--- config.mk ---
export PLATFORM = sky130hd
export DESIGN_NAME = bus_slave_if_flat
export DESIGN_NICKNAME = d
export VERILOG_FILES = /design/src/rtl/bus_slave_if_if.sv /design/src/rtl/bus_slave_if.sv /design/src/flat_wrapper.sv
export SDC_FILE = /design/constraint.sdc
export NUM_CORES = 1
export LEC_CHECK = 0
export BUFFER_PORTS_ARGS = -buffer_cell sky130_fd_sc_hd__buf_2
export CORE_MARGIN = 10
export CORE_UTILIZATION = 30
export CTS_CLUSTER_DIAMETER = 30
export DETAILED_ROUTE_END_ITERATION = 8
export PLACE_DENSITY = 0.65
export SLEW_MARGIN = 20
export SYNTH_ARGS = -nofsm -noshare
export SYNTH_HDL_FRONTEND = slang
export SYNTH_SLANG_ARGS = --single-unit
--- constraint.sdc ---
create_clock -name clk -period 1.7 [get_ports clk]
set_input_delay 0.34 -clock clk [delete_from_list [all_inputs] [get_ports clk]]
set_output_delay 0.34 -clock clk [all_outputs]
set_load 0.03 [all_outputs]
--- src/rtl/bus_slave_if_if.sv ---
// Shared CPU bus as seen by one responder: the master drives the access, the slave answers.
// The slave returns a one-cycle active-low rdy_ pulse and drives rd_data to 0 outside it.
interface bus_slave_if_if;
    logic        cs_;
    logic        as_;
    logic        rw;
    logic [29:0] addr;
    logic [31:0] wr_data;
    logic [31:0] rd_data;
    logic        rdy_;

    modport master (output cs_, as_, rw, addr, wr_data, input  rd_data, rdy_);
    modport slave  (input  cs_, as_, rw, addr, wr_data, output rd_data, rdy_);
endinterface

--- src/rtl/bus_slave_if.sv ---
// Bus responder: turns a granted bus access into a level req/ack device handshake plus a rdy_ pulse.
// Optional BUS_SLAVE_TIMEOUT_EN adds a DEV-state watchdog with a sticky err flag.
module bus_slave_if #(
    parameter int DEV_ADDR_W = 12,
    parameter int TIMEOUT    = 255
) (
    input  logic                  clk,
    input  logic                  reset,
    bus_slave_if_if.slave         bus,
    output logic                  dev_req_o,
    output logic                  dev_rw_o,
    output logic [DEV_ADDR_W-1:0] dev_addr_o,
    output logic [31:0]           dev_wr_data_o,
    input  logic [31:0]           dev_rd_data_i,
    input  logic                  dev_ack_i,
    output logic                  err_o,
    input  logic                  err_clr_i
);

    typedef enum logic [1:0] {IDLE, DEV, RESP} state_e;

    state_e                state_q, state_d;
    logic                  dev_rw_q, dev_rw_d;
    logic [DEV_ADDR_W-1:0] dev_addr_q, dev_addr_d;
    logic [31:0]           dev_wr_data_q, dev_wr_data_d;
    logic [31:0]           resp_q, resp_d;
    logic                  timeout_hit;

    always_ff @(posedge clk) begin
        if (reset) begin
            state_q       <= IDLE;
            dev_rw_q      <= 1'b1;
            dev_addr_q    <= '0;
            dev_wr_data_q <= '0;
            resp_q        <= '0;
        end else begin
            state_q       <= state_d;
            dev_rw_q      <= dev_rw_d;
            dev_addr_q    <= dev_addr_d;
            dev_wr_data_q <= dev_wr_data_d;
            resp_q        <= resp_d;
        end
    end

    always_comb begin
        state_d       = state_q;
        dev_rw_d      = dev_rw_q;
        dev_addr_d    = dev_addr_q;
        dev_wr_data_d = dev_wr_data_q;
        resp_d        = resp_q;
        case (state_q)
            IDLE: begin
                if (!bus.as_ && !bus.cs_) begin
                    dev_rw_d      = bus.rw;
                    dev_addr_d    = bus.addr[DEV_ADDR_W-1:0];
                    dev_wr_data_d = bus.wr_data;
                    state_d       = DEV;
                end
            end
            DEV: begin
                // ack on the limit cycle takes priority over the watchdog
                if (dev_ack_i) begin
                    resp_d  = dev_rw_q ? dev_rd_data_i : 32'd0;
                    state_d = RESP;
                end else if (timeout_hit) begin
                    resp_d  = 32'd0;
                    state_d = RESP;
                end
            end
            RESP:    state_d = IDLE;
            default: state_d = IDLE;
        endcase
    end

`ifdef BUS_SLAVE_TIMEOUT_EN
    localparam logic [7:0] TO_LAST = 8'(TIMEOUT - 1);

    logic [7:0] cnt_q, cnt_d;
    logic       err_q, err_d;

    assign timeout_hit = (cnt_q == TO_LAST);

    always_comb begin
        cnt_d = 8'd0;
        err_d = err_clr_i ? 1'b0 : err_q;
        // counter rests at 0 outside DEV so every entry starts fresh
        if (state_q == DEV && !dev_ack_i) begin
            cnt_d = cnt_q + 8'd1;
            if (timeout_hit) err_d = 1'b1;
        end
    end

    always_ff @(posedge clk) begin
        if (reset) begin
            cnt_q <= 8'd0;
            err_q <= 1'b0;
        end else begin
            cnt_q <= cnt_d;
            err_q <= err_d;
        end
    end

    assign err_o = err_q;
`else
    assign timeout_hit = 1'b0;
    assign err_o       = 1'b0;
`endif

    logic unused_ok;
    assign unused_ok = ^{err_clr_i, bus.addr[29:DEV_ADDR_W], 1'(TIMEOUT)};

    assign dev_req_o     = (state_q == DEV);
    assign dev_rw_o      = dev_rw_q;
    assign dev_addr_o    = dev_addr_q;
    assign dev_wr_data_o = dev_wr_data_q;
    assign bus.rdy_      = (state_q != RESP);
    assign bus.rd_data   = (state_q == RESP) ? resp_q : 32'd0;

endmodule

--- src/flat_wrapper.sv ---
// flat-port wrapper written by rule: the top's interface ports become plain ports
module bus_slave_if_flat 
#(
    parameter int DEV_ADDR_W = 12,
    parameter int TIMEOUT    = 255
)
  (clk, reset, dev_req_o, dev_rw_o, dev_addr_o, dev_wr_data_o, dev_rd_data_i, dev_ack_i, err_o, err_clr_i, bus_cs_, bus_as_, bus_rw, bus_addr, bus_wr_data, bus_rd_data, bus_rdy_);
  bus_slave_if_if bus_i ();
  input  logic clk;
  input  logic reset;
  output logic dev_req_o;
  output logic dev_rw_o;
  output logic [DEV_ADDR_W-1:0] dev_addr_o;
  output logic [31:0] dev_wr_data_o;
  input  logic [31:0] dev_rd_data_i;
  input  logic dev_ack_i;
  output logic err_o;
  input  logic err_clr_i;
  input wire logic [$bits(bus_i.cs_)-1:0] bus_cs_;
  input wire logic [$bits(bus_i.as_)-1:0] bus_as_;
  input wire logic [$bits(bus_i.rw)-1:0] bus_rw;
  input wire logic [$bits(bus_i.addr)-1:0] bus_addr;
  input wire logic [$bits(bus_i.wr_data)-1:0] bus_wr_data;
  output wire logic [$bits(bus_i.rd_data)-1:0] bus_rd_data;
  output wire logic [$bits(bus_i.rdy_)-1:0] bus_rdy_;
  assign bus_i.cs_ = bus_cs_;
  assign bus_i.as_ = bus_as_;
  assign bus_i.rw = bus_rw;
  assign bus_i.addr = bus_addr;
  assign bus_i.wr_data = bus_wr_data;
  assign bus_rd_data = bus_i.rd_data;
  assign bus_rdy_ = bus_i.rdy_;
  bus_slave_if #(.DEV_ADDR_W(DEV_ADDR_W), .TIMEOUT(TIMEOUT)) u_core (.clk(clk), .reset(reset), .bus(bus_i), .dev_req_o(dev_req_o), .dev_rw_o(dev_rw_o), .dev_addr_o(dev_addr_o), .dev_wr_data_o(dev_wr_data_o), .dev_rd_data_i(dev_rd_data_i), .dev_ack_i(dev_ack_i), .err_o(err_o), .err_clr_i(err_clr_i));
endmodule
==> metrics.md, run 1 <==
| Metric | Value |
|---|---|
| RD Place Congestion | `0.720` |
| NetSw | `0.00108 W` |
| Detailed-route via count | `3123` |
| Vias in the first global route | `3298` |
| Max frequency | `0.603 GHz` |
| Clk pwr share | `0.404` |
| Crit end category | `primary output` |
| Clock root buffer | `clkbuf_16` |
| Combinational Power Share | `0.143` |
| Seq pwr share | `0.454` |
| CTS sink count | `79` |
| First-pass GRT wire length | `16.7 mm` |
| DRC viols | `0` |
| Skew final | `0.00804 ns` |
| Share of cells above drive strength 1 | `0.400` |
| Ranking of synthesized cells by area | `dfxtp_1 (41%), mux2i_1 (20%), nand2b_1 (19%), nand3b_1 (6.2%), and2_1 (5.2%)` |
| Synth Register Bits | `79` |
| Total iterations of the first detailed-routing run | `5` |
| Worst Path Required | `1.36 ns` |
| HPWL Detailed | `7.38 mm` |
| WP data arrival | `1.32 ns` |
| Reg2Reg Setup Slack | `0.17 ns` |
| RSZ-0062 raised after global routing | `yes` |
| Initial antenna violation count | `0` |
| Largest net degree at the start of global routing | `84` |
| Die Wd | `133 um` |
| Final slew viol count | `0` |
| CTS Buf Count | `9` |
| Final setup fails | `0` |
| Yosys warnings | `0` |
| Port bufs | `160` |
| Synthesized area | `3850 um^2` |
| Syn_area_per_cell | `10.0 um^2` |
| Per-cell routed wire length | `15.1 um` |
| VDD IR-drop max | `338 uV` |
| Antenna cells | `0` |
| GR Overflow Total | `0` |
| Core area | `12600 um^2` |
| CP Max Fanout | `8` |
| Cell variety after synth | `19` |
| Top cell type's share of synthesized area | `0.411` |
| Clock buffer depth | `2` |
| Run status | `complete, no violations` |
| Sw frac | `0.248` |
| PD cells | `820 nW/um^2` |
| Gr usage total | `0.116` |
| FILL cells | `1267` |
| Type of origin of the critical path | `flip-flop` |
| Pint | `0.00327 W` |
| Crit path kind | `flip-flop to primary output` |
| Initial DRC count | `123` |
| FF/Latch Area | `1580 um^2` |
| Post-CTS Setup Bufs | `0` |
| CTS tree | `built` |
| Layout area overhead | `37.6%` |
| Seq/Total Area, Yosys | `0.411` |
| CTS H-tree lvls | `3` |
| Fin. Hold Viols | `0` |
| HP Class | `input port to flip-flop` |
| Cells after Synth | `385` |
| Final worst slack | `0.0411 ns` |
| DIE AREA | `17800 um^2` |
| Pre-CTS setup slack | `0.0784 ns` |
| Leak | `2.28 nW` |
| Fin crit share | `0.976` |
| Area leader, netlist | `dfxtp_1` |
| # rows | `41` |
| Post-synth net total | `486` |
| DRT antenna net count | `0` |
| Worst-path clk slew | `0.06 ns` |
| Via-per-instance ratio | `4.40` |
| Post-Route WL | `10.7 mm` |
| Max-cap violations | `0` |
| Final core utilization | `0.420` |
| Multi-input logic area | `2140 um^2` |
| Clock Latency Late Sink | `0.33 ns` |
| I/O pins | `181` |
| Min Clock Period, post-route | `1.66 ns` |
| Starting density of the core | `0.305` |
| Die Span Y | `133 um` |
| Fin nets | `636` |
cells in the final DEF, fill, tap and decap left out:
cell,count
nand3b_1,32
buf_4,7
and2b_2,2
and2_4,23
clkbuf_1,2
buf_6,26
conb_1,1
buf_2,132
and2b_4,4
clkbuf_16,9
buf_12,4
nor3b_1,1
clkinv_2,1
nor2b_1,1
clkbuf_8,2
and2_1,9
nor4_4,1
mux2i_1,77
inv_1,1
and3b_2,1
nand2b_1,120
o21ba_2,1
dfxtp_2,2
nor2_1,2
dfxtp_1,77
area by class of cell:
| class | count | area share |
|---|---|---|
| sequential | 79 | 0.299 |
| clock buffer | 13 | 0.0491 |
| timing repair buffer | 169 | 0.205 |
| inverter | 1 | 0.000709 |
| multi-input combinational | 275 | 0.405 |
| tap | 172 | 0.0406 |
| clock inverter | 1 | 0.000945 |
logic make-up after synthesis:
kind of cell    after synthesis  synth area share
simple gates                192             0.325
other cells                   1          0.000974
mux                          77             0.200
flops                        79             0.411
buf+inv                      35            0.0601
compound gates                1           0.00260
worst max-delay path: stages, from the launching register on:
cell     delay, ns
dfxtp_2       0.34
and2b_4       0.35
and2_1        0.16
buf_6         0.13
Yosys cell counts:
library cell / instances
buf_12: 4
nor2b_1: 1
and3b_2: 1
nor4_2: 1
inv_1: 1
conb_1: 1
nor2_1: 2
nand2b_1: 120
and2b_2: 2
clkbuf_1: 24
buf_4: 1
nand3b_1: 32
o21ba_2: 1
mux2i_1: 77
nor3b_1: 1
buf_2: 1
dfxtp_1: 79
and2_1: 32
buf_6: 4
registers in the layout, indices dropped and copies added (netlist names):
register              cells
u_core.dev_addr_o        12
u_core.state_q            2
u_core.resp_q            32
u_core.dev_rw_o           1
u_core.dev_wr_data_o     32
per-layer routing:
| layer | vias to the layer above | wire length, um | global-route usage | share of wire |
|---|---|---|---|---|
| li1 | 1552 | - | - | - |
| met1 | 1463 | 4430 | 0.126 | 0.41 |
| met2 | 99 | 5280 | 0.198 | 0.49 |
| met3 | 9 | 904 | 0.0545 | 0.084 |
| met4 | 0 | 99 | 0.0308 | 0.0092 |
| met5 | - | 0 | 0 | 0 |
power groups by stage:
stage	combinational, W	sequential (W)	clock (W)
after global placement	0.000606	0.00200	0
after global routing	0.000674	0.00198	0.00192
after floorplan	0.000312	0.00212	0
after detailed placement	0.000623	0.00201	0
final	0.000620	0.00197	0.00175
after CTS	0.000632	0.00197	0.00183
path summary, 6_finish.rpt:
kind | from | endpoint | cells past startpoint
max | u_core.state_q[0] | bus_rd_data[24] | 3
min | bus_addr[10] | u_core.dev_addr_o[10] | 3
max reg2reg | u_core.state_q[1] | u_core.dev_addr_o[7] | 4
min reg2reg | u_core.resp_q[26] | u_core.resp_q[26] | 2
stage by stage:
step	std cells	hold WS, ns	setup TNS (ns)	area [um^2]	total power (W)
floorplan	385	0.444	0	3850	0.00243
CTS	710	0.248	0	5140	0.00443
detailed placement	692	0.459	0	4760	0.00263
global placement	692	0.454	0	4760	0.00261
finish	710	0.265	0	5300	0.00435
global route	710	0.255	-0.279	5300	0.00457
repair_timing:
item,4_1_cts,5_1_grt
cloned,4,0
setup endpoints to repair,33,27
pin swaps,0,0
hold buffers,0,0
gates resized for setup,38,49
Power figures use the tool's default switching activity.
==> inputs of run 2 (changes only) <==
--- a/config.mk
+++ b/config.mk
@@ -12,2 +12,3 @@
 export DETAILED_ROUTE_END_ITERATION = 8
+export HOLD_SLACK_MARGIN = 0.02
 export PLACE_DENSITY = 0.65
==> constraint.sdc (replaced) <==
create_clock -name clk -period 1.69 [get_ports clk]
set_input_delay 0.338 -clock clk [delete_from_list [all_inputs] [get_ports clk]]
set_output_delay 0.338 -clock clk [all_outputs]
set_load 0.02 [all_outputs]
==> metrics.md, run 2 (synthesis results as in run 1) <==
| Metric | Value |
|---|---|
| Run status | `complete, no violations (unchanged)` |
| Die Wd | `133 um (unchanged)` |
| Pre-CTS setup slack | `0.0409 ns (was 0.0784 ns)` |
| Placed cell area | `4750 um^2 (was 4760 um^2)` |
| Worst path max stage delay | `0.36 ns (was 0.35 ns)` |
| Layout area overhead | `37.6% (about the same)` |
| Die Span Y | `133 um (unchanged)` |
| Final instance area | `5300 um^2 (about the same)` |
| Critical R2R Launch | `u_core.state_q[0] (was u_core.state_q[1])` |
| Via-per-instance ratio | `4.35 (was 4.40)` |
| CP Max Fanout | `8 (unchanged)` |
| HPWL Detailed | `7.39 mm (was 7.38 mm)` |
| Largest net degree at the start of global routing | `84 (unchanged)` |
| Skew final | `0.00575 ns (was 0.00804 ns)` |
| CTS Buf Count | `9 (unchanged)` |
| Final slew viol count | `0 (unchanged)` |
| Clock root buffer | `clkbuf_16 (unchanged)` |
| Crit path cell chain | `and2b_4 -> and2_4 -> buf_6 (was and2b_4 -> and2_1 -> buf_6)` |
| # rows | `41 (unchanged)` |
| Per-cell routed wire length | `15.6 um (was 15.1 um)` |
| Crit path kind | `flip-flop to primary output (unchanged)` |
| WP data arrival | `1.32 ns (about the same)` |
| Initial antenna violation count | `0 (unchanged)` |
| Clock Latency Late Sink | `0.34 ns (was 0.33 ns)` |
| CP max-delay cell | `dfxtp_4 (was and2b_4)` |
| Hold Buf Count CTS | `0 (unchanged)` |
| DRC viols | `0 (unchanged)` |
| CTS H-tree lvls | `3 (unchanged)` |
| I/O pins | `181 (unchanged)` |
| Detailed-route via count | `3109 (was 3123)` |
| Max frequency | `0.604 GHz` |
| Port bufs | `160 (unchanged)` |
| CP top delay family | `simple AND/OR/NAND/NOR gates (unchanged)` |
| Core area | `12600 um^2 (unchanged)` |
| RSZ-0062 raised after global routing | `yes (unchanged)` |
| FILL cells | `1271 (was 1267)` |
| Worst setup path startpoint | `u_core.state_q[0] (unchanged)` |
| Final setup fails | `0 (unchanged)` |
| CTS sink count | `79 (unchanged)` |
| Post-Route WL | `11.1 mm (was 10.7 mm)` |
| Starting density of the core | `0.305 (unchanged)` |
| Gr usage total | `0.118 (was 0.116)` |
| Crit end category | `primary output (unchanged)` |
| Vias in the first global route | `3276 (was 3298)` |
| Max-cap violations | `0 (unchanged)` |
| VDD IR-drop max | `616 uV (was 338 uV)` |
| Leak | `2.30 nW (was 2.28 nW)` |
| Fin nets | `638 (was 636)` |
| Buf+Inv Stages, Crit Path | `1 (unchanged)` |
| Type of origin of the critical path | `flip-flop (unchanged)` |
| DRT antenna net count | `0 (unchanged)` |
| Worst hold start | `bus_wr_data[24] (was bus_addr[10])` |
| Min Clock Period, post-route | `1.65 ns` |
| Total iterations of the first detailed-routing run | `4 (was 5)` |
| Hold slack final | `0.256 ns (was 0.265 ns)` |
| Commonest non-fill, non-tap cell in the layout | `buf_2 (unchanged)` |
| Final setup TNS | `0 ns (unchanged)` |
| Most frequent cells in the layout | `buf_2 (130), nand2b_1 (120), mux2i_1 (77), dfxtp_1 (77), nand3b_1 (32) (was buf_2 (132), nand2b_1 (120), mux2i_1 (77), dfxtp_1 (77), nand3b_1 (32))` |
| DIE AREA | `17800 um^2 (unchanged)` |
| Fin. Hold Viols | `0 (unchanged)` |
| Clock buffer depth | `2 (unchanged)` |
| CTS tree | `built (unchanged)` |
| Final worst slack | `0.0354 ns (was 0.0411 ns)` |
| HP Class | `input port to flip-flop (unchanged)` |
| Initial DRC count | `137 (was 123)` |
| Share of cells above drive strength 1 | `0.379 (was 0.400)` |
| Worst-path clk slew | `0.06 ns (about the same)` |
| Worst Path Required | `1.35 ns (was 1.36 ns)` |
| PD cells | `874 nW/um^2 (was 820 nW/um^2)` |
| GR Overflow Total | `0 (unchanged)` |
| Fin crit share | `0.979` |
| RD Place Congestion | `0.714 (was 0.720)` |
| First-pass GRT wire length | `17.1 mm (was 16.7 mm)` |
-- run 2: cell types whose count changed in the layout (fill, tap and decap cells not counted), sizes merged --
cell	change
bufinv	+2
clkbuf	-1
clkinv	+1
diode	+1
dlymetal6s2s	+1
-- run 2: timing repair --
item,4_1_cts,5_1_grt
cloned,3,2
buffers inserted,1,2
pin swaps,0,6
resized for setup,36,29
endpoints found under the setup margin,33,32
-- run 2: cell type report --
| cell class | count | area (um^2) | share of cell area |
|---|---|---|---|
| clock buffers | 11 | 243 | 0.0458 |
| flip-flops and latches | 79 | 1590 | 0.300 |
| inverters | 1 | 3.75 | 0.000709 |
| repair buffers | 171 | 1060 | 0.201 |
| clock inverters | 4 | 70.1 | 0.0132 |
| well taps | 172 | 215 | 0.0406 |
| diodes | 1 | 2.50 | 0.000472 |
| multi-input cells | 275 | 2110 | 0.399 |
-- run 2: worst reg2reg max path: stages, from the launching register on --
cell	delay, ns
dfxtp_4	0.36
dlymetal6s2s_1	0.17
buf_4	0.15
nor4_4	0.19
buf_4	0.19
buf_8	0.25
mux2i_1	0.23
-- run 2: routing by layer --
metal  vias to the layer above  share of wire  track usage  routed length, um
met1                      1447           0.41        0.126               4580
met5                         -              0            0                  0
met4                         0         0.0083       0.0272                 92
met2                       102           0.49        0.202               5500
li1                       1550              -            -                  -
met3                        10          0.087       0.0624                975
-- run 2: where the power goes --
part | total, W | internal (W) | switching (W)
logic | 0.000593 | 0.000292 | 0.000301
registers | 0.00198 | 0.00194 | 0.0000401
clock network | 0.00206 | 0.00132 | 0.000736
total | 0.00463 | 0.00355 | 0.00108
-- run 2: final timing paths --
check | slack [ns] | cells after the start | to
setup reg to reg | 0.08 | 6 | u_core.dev_addr_o[8]
setup / recovery | 0.04 | 3 | bus_rd_data[20]
hold reg to reg | 0.47 | 2 | u_core.dev_wr_data_o[28]
hold / removal | 0.26 | 3 | u_core.dev_wr_data_o[24]
-- run 2: per-stage QoR --
step            util  power, W  std cells
2_1_floorplan      -   0.00240        385
3_3_place_gp   0.376   0.00257        690
3_5_place_dp   0.376   0.00260        690
4_1_cts        0.410   0.00470        709
5_1_grt        0.419   0.00485        713
6_report       0.420   0.00463        714
